**config.mk**
```make
export PLATFORM = sky130hd
export DESIGN_NAME = hit_scorer
export DESIGN_NICKNAME = d
export VERILOG_FILES = /design/src/rtl/game_pkg.sv /design/src/rtl/lane_press_detect.sv /design/src/rtl/hit_scorer.sv
export SDC_FILE = /design/constraint.sdc
export NUM_CORES = 1
export LEC_CHECK = 0
export ABC_AREA = 1
export CAP_MARGIN = 15
export CELL_PAD_IN_SITES_DETAIL_PLACEMENT = 2
export CELL_PAD_IN_SITES_GLOBAL_PLACEMENT = 2
export CORE_MARGIN = 4
export CORE_UTILIZATION = 32
export CTS_CLUSTER_SIZE = 40
export DETAILED_ROUTE_END_ITERATION = 8
export PLACE_DENSITY_LB_ADDON = 0.1
export SLEW_MARGIN = 20
export SYNTH_ARGS = -nofsm -noshare
export SYNTH_HDL_FRONTEND = slang
export SYNTH_SLANG_ARGS = --single-unit
```
**constraint.sdc**
```tcl
create_clock -name clk -period 3.1 [get_ports clk]
set_input_delay 0.465 -clock clk [delete_from_list [all_inputs] [get_ports clk]]
set_output_delay 0.465 -clock clk [all_outputs]
set_load 0.005 [all_outputs]
```
**src/rtl/game_pkg.sv**
```systemverilog
// Shared constants, FSM state type and combo multiplier for the rhythm-game
// scoring path.
package game_pkg;
  localparam int NUM_LANES   = 5;
  localparam int BASE_POINTS = 10;
  localparam int SCORE_MAX   = 99999;
  localparam int COMBO_MAX   = 99;
  localparam int SCORE_W     = 17;
  localparam int COMBO_W     = 7;

  typedef enum logic [1:0] {
    S_IDLE,
    S_JUDGE,
    S_DONE
  } judge_state_t;

  // Multiplier steps every 8 consecutive hits, capped at x4.
  function automatic logic [2:0] combo_mult(input logic [COMBO_W-1:0] combo);
    logic [2:0] m;
    if (combo >= 7'd24)      m = 3'd4;
    else if (combo >= 7'd16) m = 3'd3;
    else if (combo >= 7'd8)  m = 3'd2;
    else                     m = 3'd1;
    return m;
  endfunction
endpackage

```
**src/rtl/lane_press_detect.sv**
```systemverilog
// One lane's button capture: 2-flop synchronizer, rising-edge detect and a
// sticky pending bit that survives until the judge FSM clears it.
module lane_press_detect (
  input  logic clk,
  input  logic reset,
  input  logic btn_i,
  input  logic clr_i,
  output logic pending_o
);
  logic sync1_q, sync2_q, prev_q, pending_q;
  logic rise_w, pending_d;

  assign rise_w    = sync2_q & ~prev_q;
  // A press landing on the clear cycle belongs to the next frame, so set wins.
  assign pending_d = (pending_q & ~clr_i) | rise_w;

  always_ff @(posedge clk or posedge reset) begin
    if (reset) begin
      sync1_q   <= 1'b0;
      sync2_q   <= 1'b0;
      prev_q    <= 1'b0;
      pending_q <= 1'b0;
    end else begin
      sync1_q   <= btn_i;
      sync2_q   <= sync1_q;
      prev_q    <= sync2_q;
      pending_q <= pending_d;
    end
  end

  assign pending_o = pending_q;
endmodule

```
**src/rtl/hit_scorer.sv**
```systemverilog
// Per-frame hit/miss judge: snapshots pending presses at frame_tick, walks the
// lanes one per cycle, and maintains saturating score, combo and miss flash.
module hit_scorer #(
  parameter int NUM_LANES   = game_pkg::NUM_LANES,
  parameter int BASE_POINTS = game_pkg::BASE_POINTS,
  parameter int SCORE_MAX   = game_pkg::SCORE_MAX,
  parameter int COMBO_MAX   = game_pkg::COMBO_MAX
) (
  input  logic                 clk,
  input  logic                 reset,
  input  logic                 frame_tick,
  input  logic [NUM_LANES-1:0] button,
  input  logic [NUM_LANES-1:0] note_in_zone,
  input  logic [NUM_LANES-1:0] note_passed,
  output logic [NUM_LANES-1:0] note_clear,
  output logic [16:0]          score,
  output logic [6:0]           combo,
  output logic                 miss_flash
);
  import game_pkg::*;

  localparam int LIDX_W = (NUM_LANES > 1) ? $clog2(NUM_LANES) : 1;

  judge_state_t         state_q, state_d;
  logic [NUM_LANES-1:0] pending;
  logic                 pend_clr;
  logic [NUM_LANES-1:0] snap_q, snap_d, zone_q, zone_d;
  logic [NUM_LANES-1:0] clear_q, clear_d;
  logic [LIDX_W-1:0]    lane_q, lane_d;
  logic [16:0]          score_q, score_d;
  logic [6:0]           combo_q, combo_d;
  logic                 miss_q, miss_d;
  logic                 flash_q, flash_d;
  logic [17:0]          sum_w;
  logic                 passed_w;

  assign pend_clr = (state_q == S_IDLE) && frame_tick;
  assign passed_w = |note_passed;

  for (genvar g = 0; g < NUM_LANES; g++) begin : g_lane
    lane_press_detect u_det (
      .clk      (clk),
      .reset    (reset),
      .btn_i    (button[g]),
      .clr_i    (pend_clr),
      .pending_o(pending[g])
    );
  end

  // Widen before the compare so the saturation check sees the carry.
  assign sum_w = {1'b0, score_q} + 18'(BASE_POINTS * int'(combo_mult(combo_q)));

  always_comb begin
    state_d = state_q;
    snap_d  = snap_q;
    zone_d  = zone_q;
    lane_d  = lane_q;
    score_d = score_q;
    combo_d = combo_q;
    miss_d  = miss_q;
    flash_d = flash_q;
    clear_d = '0;
    unique case (state_q)
      S_IDLE: begin
        if (frame_tick) begin
          snap_d  = pending;
          zone_d  = note_in_zone;
          lane_d  = '0;
          state_d = S_JUDGE;
        end
      end
      S_JUDGE: begin
        if (snap_q[lane_q]) begin
          if (zone_q[lane_q]) begin
            score_d = (sum_w > 18'(SCORE_MAX)) ? 17'(SCORE_MAX) : sum_w[16:0];
            combo_d = (combo_q >= 7'(COMBO_MAX)) ? 7'(COMBO_MAX) : combo_q + 7'd1;
            clear_d[lane_q] = 1'b1;
          end else begin
            combo_d = '0;
            miss_d  = 1'b1;
          end
        end
        if (lane_q == LIDX_W'(NUM_LANES - 1)) state_d = S_DONE;
        else                                  lane_d  = lane_q + 1'b1;
      end
      S_DONE: begin
        flash_d = miss_q | passed_w;
        miss_d  = 1'b0;
        state_d = S_IDLE;
      end
      default: state_d = S_IDLE;
    endcase
    // A passed note breaks the combo even on a hit cycle; the points stand.
    if (passed_w) begin
      combo_d = '0;
      if (state_q != S_DONE) miss_d = 1'b1;
    end
  end

  always_ff @(posedge clk or posedge reset) begin
    if (reset) begin
      state_q <= S_IDLE;
      snap_q  <= '0;
      zone_q  <= '0;
      lane_q  <= '0;
      score_q <= '0;
      combo_q <= '0;
      miss_q  <= 1'b0;
      flash_q <= 1'b0;
      clear_q <= '0;
    end else begin
      state_q <= state_d;
      snap_q  <= snap_d;
      zone_q  <= zone_d;
      lane_q  <= lane_d;
      score_q <= score_d;
      combo_q <= combo_d;
      miss_q  <= miss_d;
      flash_q <= flash_d;
      clear_q <= clear_d;
    end
  end

  assign note_clear = clear_q;
  assign score      = score_q;
  assign combo      = combo_q;
  assign miss_flash = flash_q;
endmodule

```
Word level (Yosys, flattened, before mapping). Index checks and enable logic that the tools add are counted.

Bits in latches: 0. ROM bits: 0. Logic and storage cells: 110. Bits in writable memories: 0. Memories kept: 0. Bits in registers: 66.

Shift-type cells: 0. Div/mod/pow operators: 0. $lt $le $gt $ge: 7. Bitwise operators: 22. Multipliers: 1. Add/subtract/negate cells: 3. Reductions and logical operators: 12. Mux-type cells: 29. Equality and inequality tests: 7.

Operator list (count): 2-to-1 mux 7 bit (5); adder 17 x 7 -> 18 bit (1); > comparator 18 x 17 -> 1 bit (second input constant) (1); 2-to-1 mux 17 bit (1); 2-to-1 mux 5 bit (3); greater-or-equal comparator 7 x 5 -> 1 bit (second input constant) (2); AND 1 bit (10); 2-to-1 mux 3 bit (3); 2-to-1 mux 2 bit (4); != test 2 bit (second input constant) (4); adder 7 x 1 -> 7 bit (second input constant) (1); greater-or-equal comparator 7 x 4 -> 1 bit (second input constant) (1); greater-or-equal comparator 7 bit (second input constant) (1); 2-to-1 mux 1 bit (7); binary-select mux 1 bit (select 3 bit) (2); multiplier 3 x 3 -> 6 bit (first input constant) (1); NOT 1 bit (6); bitwise OR 1 bit (6); case mux 3 bit (2 select lines) (1); AND reduction 2 bit (3); AND reduction 3 bit (2); nonzero test 2 bit (3); OR reduction 5 bit (1); less-than comparator 3 x 4 -> 1 bit (second input constant) (1); other kinds (10) (11).

Longest topological paths before layout.
Word-level depth: 8. Mapped depth: 19. Mapped depth without buffers: 19.

Cells and area by module. A second synthesis with hierarchy kept.

Cell total of the unflattened synthesis: 489. Area, all modules: 3706.1 um2.

By module, submodules not included: hit_scorer (times used 1, area each 3093.0 um2, cells each 439); lane_press_detect (times used 5, area each 122.6 um2, cells each 10).

Least setup slack after synthesis. Ideal clock, no wire load.

Path type: reg-to-reg. From: register combo_q[5], in the netlist combo[5]. To: register score_q[9], in the netlist score[9]. Slack: 0.586 ns. Period minus slack after synthesis: 2.514 ns. Stages on the path, launching flop included: 20. Arrival: 2.393 ns. Cells stage by stage: dfrtp_1 -> nor2_1 -> o21ai_0 -> nor2_1 -> inv_1 -> fa_1 -> inv_1 -> nand3_1 -> nand2_1 -> nand3_1 -> nand2_1 -> nand2_1 -> nand2_1 -> nand3_1 -> nand2_1 -> inv_2 -> nor2_8 -> nand2_4 -> nand2_8 -> nand2_2.

Cells in the longest elaborated chain, start to end: 8.

RTL lines: start: declaration (RTL line hit_scorer.sv:31) `logic [6:0] combo_q, combo_d;`; start signal: assignment (RTL line hit_scorer.sv:117) `combo_q <= combo_d;`; greater-or-equal comparator 7 x 4 -> 1 bit (RTL line game_pkg.sv:22) `else if (combo >= 7'd8) m = 3'd2;`; 2-to-1 mux 2 bit (RTL line game_pkg.sv:22); 2-to-1 mux 2 bit (RTL line game_pkg.sv:21) `else if (combo >= 7'd16) m = 3'd3;`; 2-to-1 mux 3 bit * (RTL line game_pkg.sv:20) `if (combo >= 7'd24) m = 3'd4;`; multiplier 3 x 3 -> 6 bit * (RTL line hit_scorer.sv:51) `assign sum_w = {1'b0, score_q} + 18'(BASE_POINTS * int'(combo_mult(combo_q)));`; adder 17 x 7 -> 18 bit * (RTL line hit_scorer.sv:51); > comparator 18 x 17 -> 1 bit (RTL line hit_scorer.sv:75) `score_d = (sum_w > 18'(SCORE_MAX)) ? 17'(SCORE_MAX) : sum_w[16:0];`; 2-to-1 mux 17 bit * (RTL line hit_scorer.sv:75); end signal: assignment (RTL line hit_scorer.sv:116) `score_q <= score_d;`; end: declaration (RTL line hit_scorer.sv:30) `logic [16:0] score_q, score_d;`.

Every way passes the cells marked *; elsewhere a longest branch is shown, timed or not. A chain may end at the register's enable or synchronous reset.

Worst setup path after layout.
From: register combo_q[3], in the netlist combo[3]. To: register score_q[2], in the netlist score[2].

The elaborated chain is that of the path after synthesis.

==> metrics.md <==
| Metric | Value |
|---|---|
| Site Rows | 38 |
| Worst Hold Class | reg -> reg |
| Via count | 3,331 |
| Number of synthesized flops with an enable pin | 0 |
| Non-Filler Instances | 666 |
| Syn Nets | 498 |
| Leak | 2.210 nW |
| Final setup violation count | 0 |
| Chip Height | 114.9 microns |
| Initial Utilization | 33.13% |
| Dpl hpwl | 8637 microns |
| Worst-Margin Slew | 0.5990 ns |
| Mapped cell area | 3655 sq um |
| Post-CTS Hold Buffers | 0 |
| Area share of the largest cell type after synthesis | 45.19% |
| Synth-to-Final Area Change | 27.11% |
| Max H-tree Level | 3 |
| Worst-case clock skew | 0.009727 ns |
| Final wirelength | 11,440 microns |
| Num CTS Buffers | 9 |
| Worst endpoint data arrival time | 3.08 ns |
| Initial antenna violation count | 0 |
| Pins Over Slew Limit | 0 |
| Die W | 114.9 microns |
| Sequential area share after synthesis | 45.19% |
| Root Buffer | clkbuf_16 |
| Mux cell area share after synthesis | 0% |
| Largest net degree at the start of global routing | 40 |
| Vias in the first global route | 3,707 |
| Setup CP Type | reg -> reg |
| Global-route wire length before repair | 19,640 microns |
| Placed insts | 650 |
| Max clock buf depth | 2 |
| Synth Area in Compound Gates | 7.189% |
| Yosys top cell by area | dfrtp_1 |
| Max rail drop VDD | 0.0004093 V |
| Router iterations before antenna repair | 4 |
| Fin crit share | 92.79% |
| Max_cap viols | 0 |
| Avg Cell Area, Syn | 7.860 sq um |
| Adder-Cell Fraction of Synth Area | 5.341% |
| Largest family of logic cells by synthesized area | simple AND/OR/NAND/NOR gates |
| Period minus WS final | 2.877 ns |
| Worst rel slew slack | 60.01% |
| Synth cell count leaders | 135 x nand2_1, 66 x dfrtp_1, 56 x inv_1 |
| Via/cell ratio | 5.002 |
| Grt total ovfl | 0 |
| Pwr dens | 937.8 nW/um^2 |
| Synth Area in Simple Gates | 34.06% |
| Worst-path maximum fanout | 10 |
| Post-Synth XOR/XNOR Area | 0.9586% |
| DRT iter0 DRCs | 164 |
| Worst endpoint required time | 3.30 ns |
| DRC violations left | 0 |
| Clk_lat worst skew | 0.33 ns |
| #FFs+latches synth | 66 |
| GRT Resource Usage Total | 18.91% |
| Fmax | 347.6 MHz |
| Synth Flop Type | dfrtp_1 |
| Distinct cell type count after synthesis | 37 |
| Clk slew on worst S/H paths | 0.06 ns |
| ANT nets after route | 0 |
| Final hold vios | 0 |
| GP Congestion | 0.8681 |
| IO Count | 48 |
| Worst Setup End Kind | flop |
| Core Region | 11,030 sq um |
| Diodes inserted | 0 |
| Synthesized instance count | 465 |
| Largest cells by area after synthesis | dfrtp_1 45%, nand2_1 14%, nand3_1 5.9%, inv_1 5.8%, ha_1 4.8% |
| Setup crit start kind | flop |
| Post-layout net count | 554 |
| CTS tree | built |
| Wire length per cell | 17.17 microns |
| Die Area | 13,200 sq um |
| Share of layout cells above drive strength 1 | 12.93% |
| PortBufs | 47 |
| Async S/R FF share, synth | 100.0% |
| Fin util | 42.12% |
| Most numerous cell in the Yosys netlist | nand2_1 |
| Outcome | completed |
| Clock Sinks | 66 |
| Number of fillers in the final layout | 1,256 |
| Synthesis Warnings | 0 |
## registers in the layout, summed over array words and instances, names as in the netlist, named ones only
name,count
g_lane.u_det.sync1_q,5
note_clear,5
zone_q,5
miss_flash,1
score,17
g_lane.u_det.prev_q,5
combo,7
lane_q,3
g_lane.u_det.sync2_q,5
state_q,2
g_lane.u_det.pending_o,5
snap_q,5
## per-layer routing
layer / up-vias / global-route usage [%] / wire length, microns
li1: 1601 / - / -
met1: 1664 / 25.12 / 5349
met2: 54 / 31.64 / 5599
met3: 12 / 3.632 / 339
met4: 0 / 5.086 / 146
met5: - / 0 / 0
## power by group
part | internal (mW) | switching (mW)
sequential | 1.11 | 0.276
combinational | 0.719 | 1.21
clock | 0.654 | 0.395
total | 2.48 | 1.88
## critical path, cell delays in order, from the launching register on
cell and delay (ns):
dfrtp_1 0.42, inv_1 0.12, o21ai_2 0.20, nor2_2 0.08, ha_1 0.38, nand2_1 0.13
nor2_1 0.17, nand3_1 0.15, nand2_2 0.16, nand3_1 0.08, nand2_1 0.11, nand3_1 0.12
nand2_1 0.12, inv_2 0.07, nor2_8 0.17, nand2_4 0.08, nand2_8 0.12, nand2_2 0.06
## layout by cell type, fill, tap and decap left out, types with 2 or more instances in the layout
cell type / n
nand4_1: 6
nand2_2: 16
nor3_2: 3
o22ai_1: 11
inv_6: 3
nand3_1: 43
o21ai_1: 3
buf_4: 2
nor2_1: 30
a21oi_1: 11
nor2_4: 3
nor3_1: 9
inv_1: 54
inv_2: 8
xor2_1: 2
xnor2_1: 2
dfrtp_1: 64
clkdlybuf4s50_1: 47
o21ai_0: 18
nand2_1: 134
a22oi_1: 2
dfrtp_2: 2
nor2_2: 8
nand3b_1: 3
clkbuf_16: 9
ha_1: 13
## timing repair
item,in CTS,in global routing
buffers inserted,0,0
resized for setup,1,10
setup endpoints to repair,1,17
pin swaps,0,2
cloned,0,0
endpoints found under the hold margin,0,0
## per-stage QoR
step | total power, mW | setup TNS, ns | hold slack [ns] | setup WS, ns | instance area [sq um]
floorplan | 2.576 | 0 | 0.3312 | 0.5857 | 3655
CTS | 4.414 | 0 | 0.3531 | 0.005516 | 4624
global route | 4.747 | -0.006306 | 0.3676 | -0.005364 | 4646
global placement | 3.201 | 0 | 0.3350 | 0.1996 | 4310
detailed placement | 3.287 | 0 | 0.3395 | 0.04776 | 4310
finish | 4.357 | 0 | 0.3488 | 0.2235 | 4646
## final timing paths
path / cells after the start / startpoint / to / slack, ns
worst max register to register: 17 / combo[3] / score[2] / 0.22
worst min-delay path: 0 / g_lane[3].u_det.sync1_q / g_lane[3].u_det.sync2_q / 0.35
max in group asynchronous: 3 / reset / combo[5] / 1.92
worst min register to register: 0 / g_lane[3].u_det.sync1_q / g_lane[3].u_det.sync2_q / 0.35
worst max-delay path: 17 / combo[3] / score[2] / 0.22
min in group asynchronous: 2 / reset / g_lane[2].u_det.sync1_q / 0.53
## cell type report
| cell class | count | area [sq um] | share of cell area (%) |
|---|---|---|---|
| multi-input cells | 331 | 1763 | 37.95 |
| clock buffers | 10 | 239.0 | 5.144 |
| inverters | 63 | 236.5 | 5.090 |
| repair buffers | 50 | 505.5 | 10.88 |
| clock inverters | 6 | 72.57 | 1.562 |
| flip-flops and latches | 66 | 1654 | 35.60 |
| well taps | 140 | 175.2 | 3.771 |
## logic make-up (layout without fill, tap and decap cells)
logic type / count (synthesis) / in the layout
flip-flops: 66 / 66
XOR/XNOR: 4 / 4
adder cells (fa/ha/maj): 15 / 15
AND/OR/NAND/NOR: 263 / 263
buffers and inverters: 68 / 129
AO/OA/AOI/OAI: 48 / 48
other: 1 / 1
Note: power is estimated with default switching activity, not from simulation.
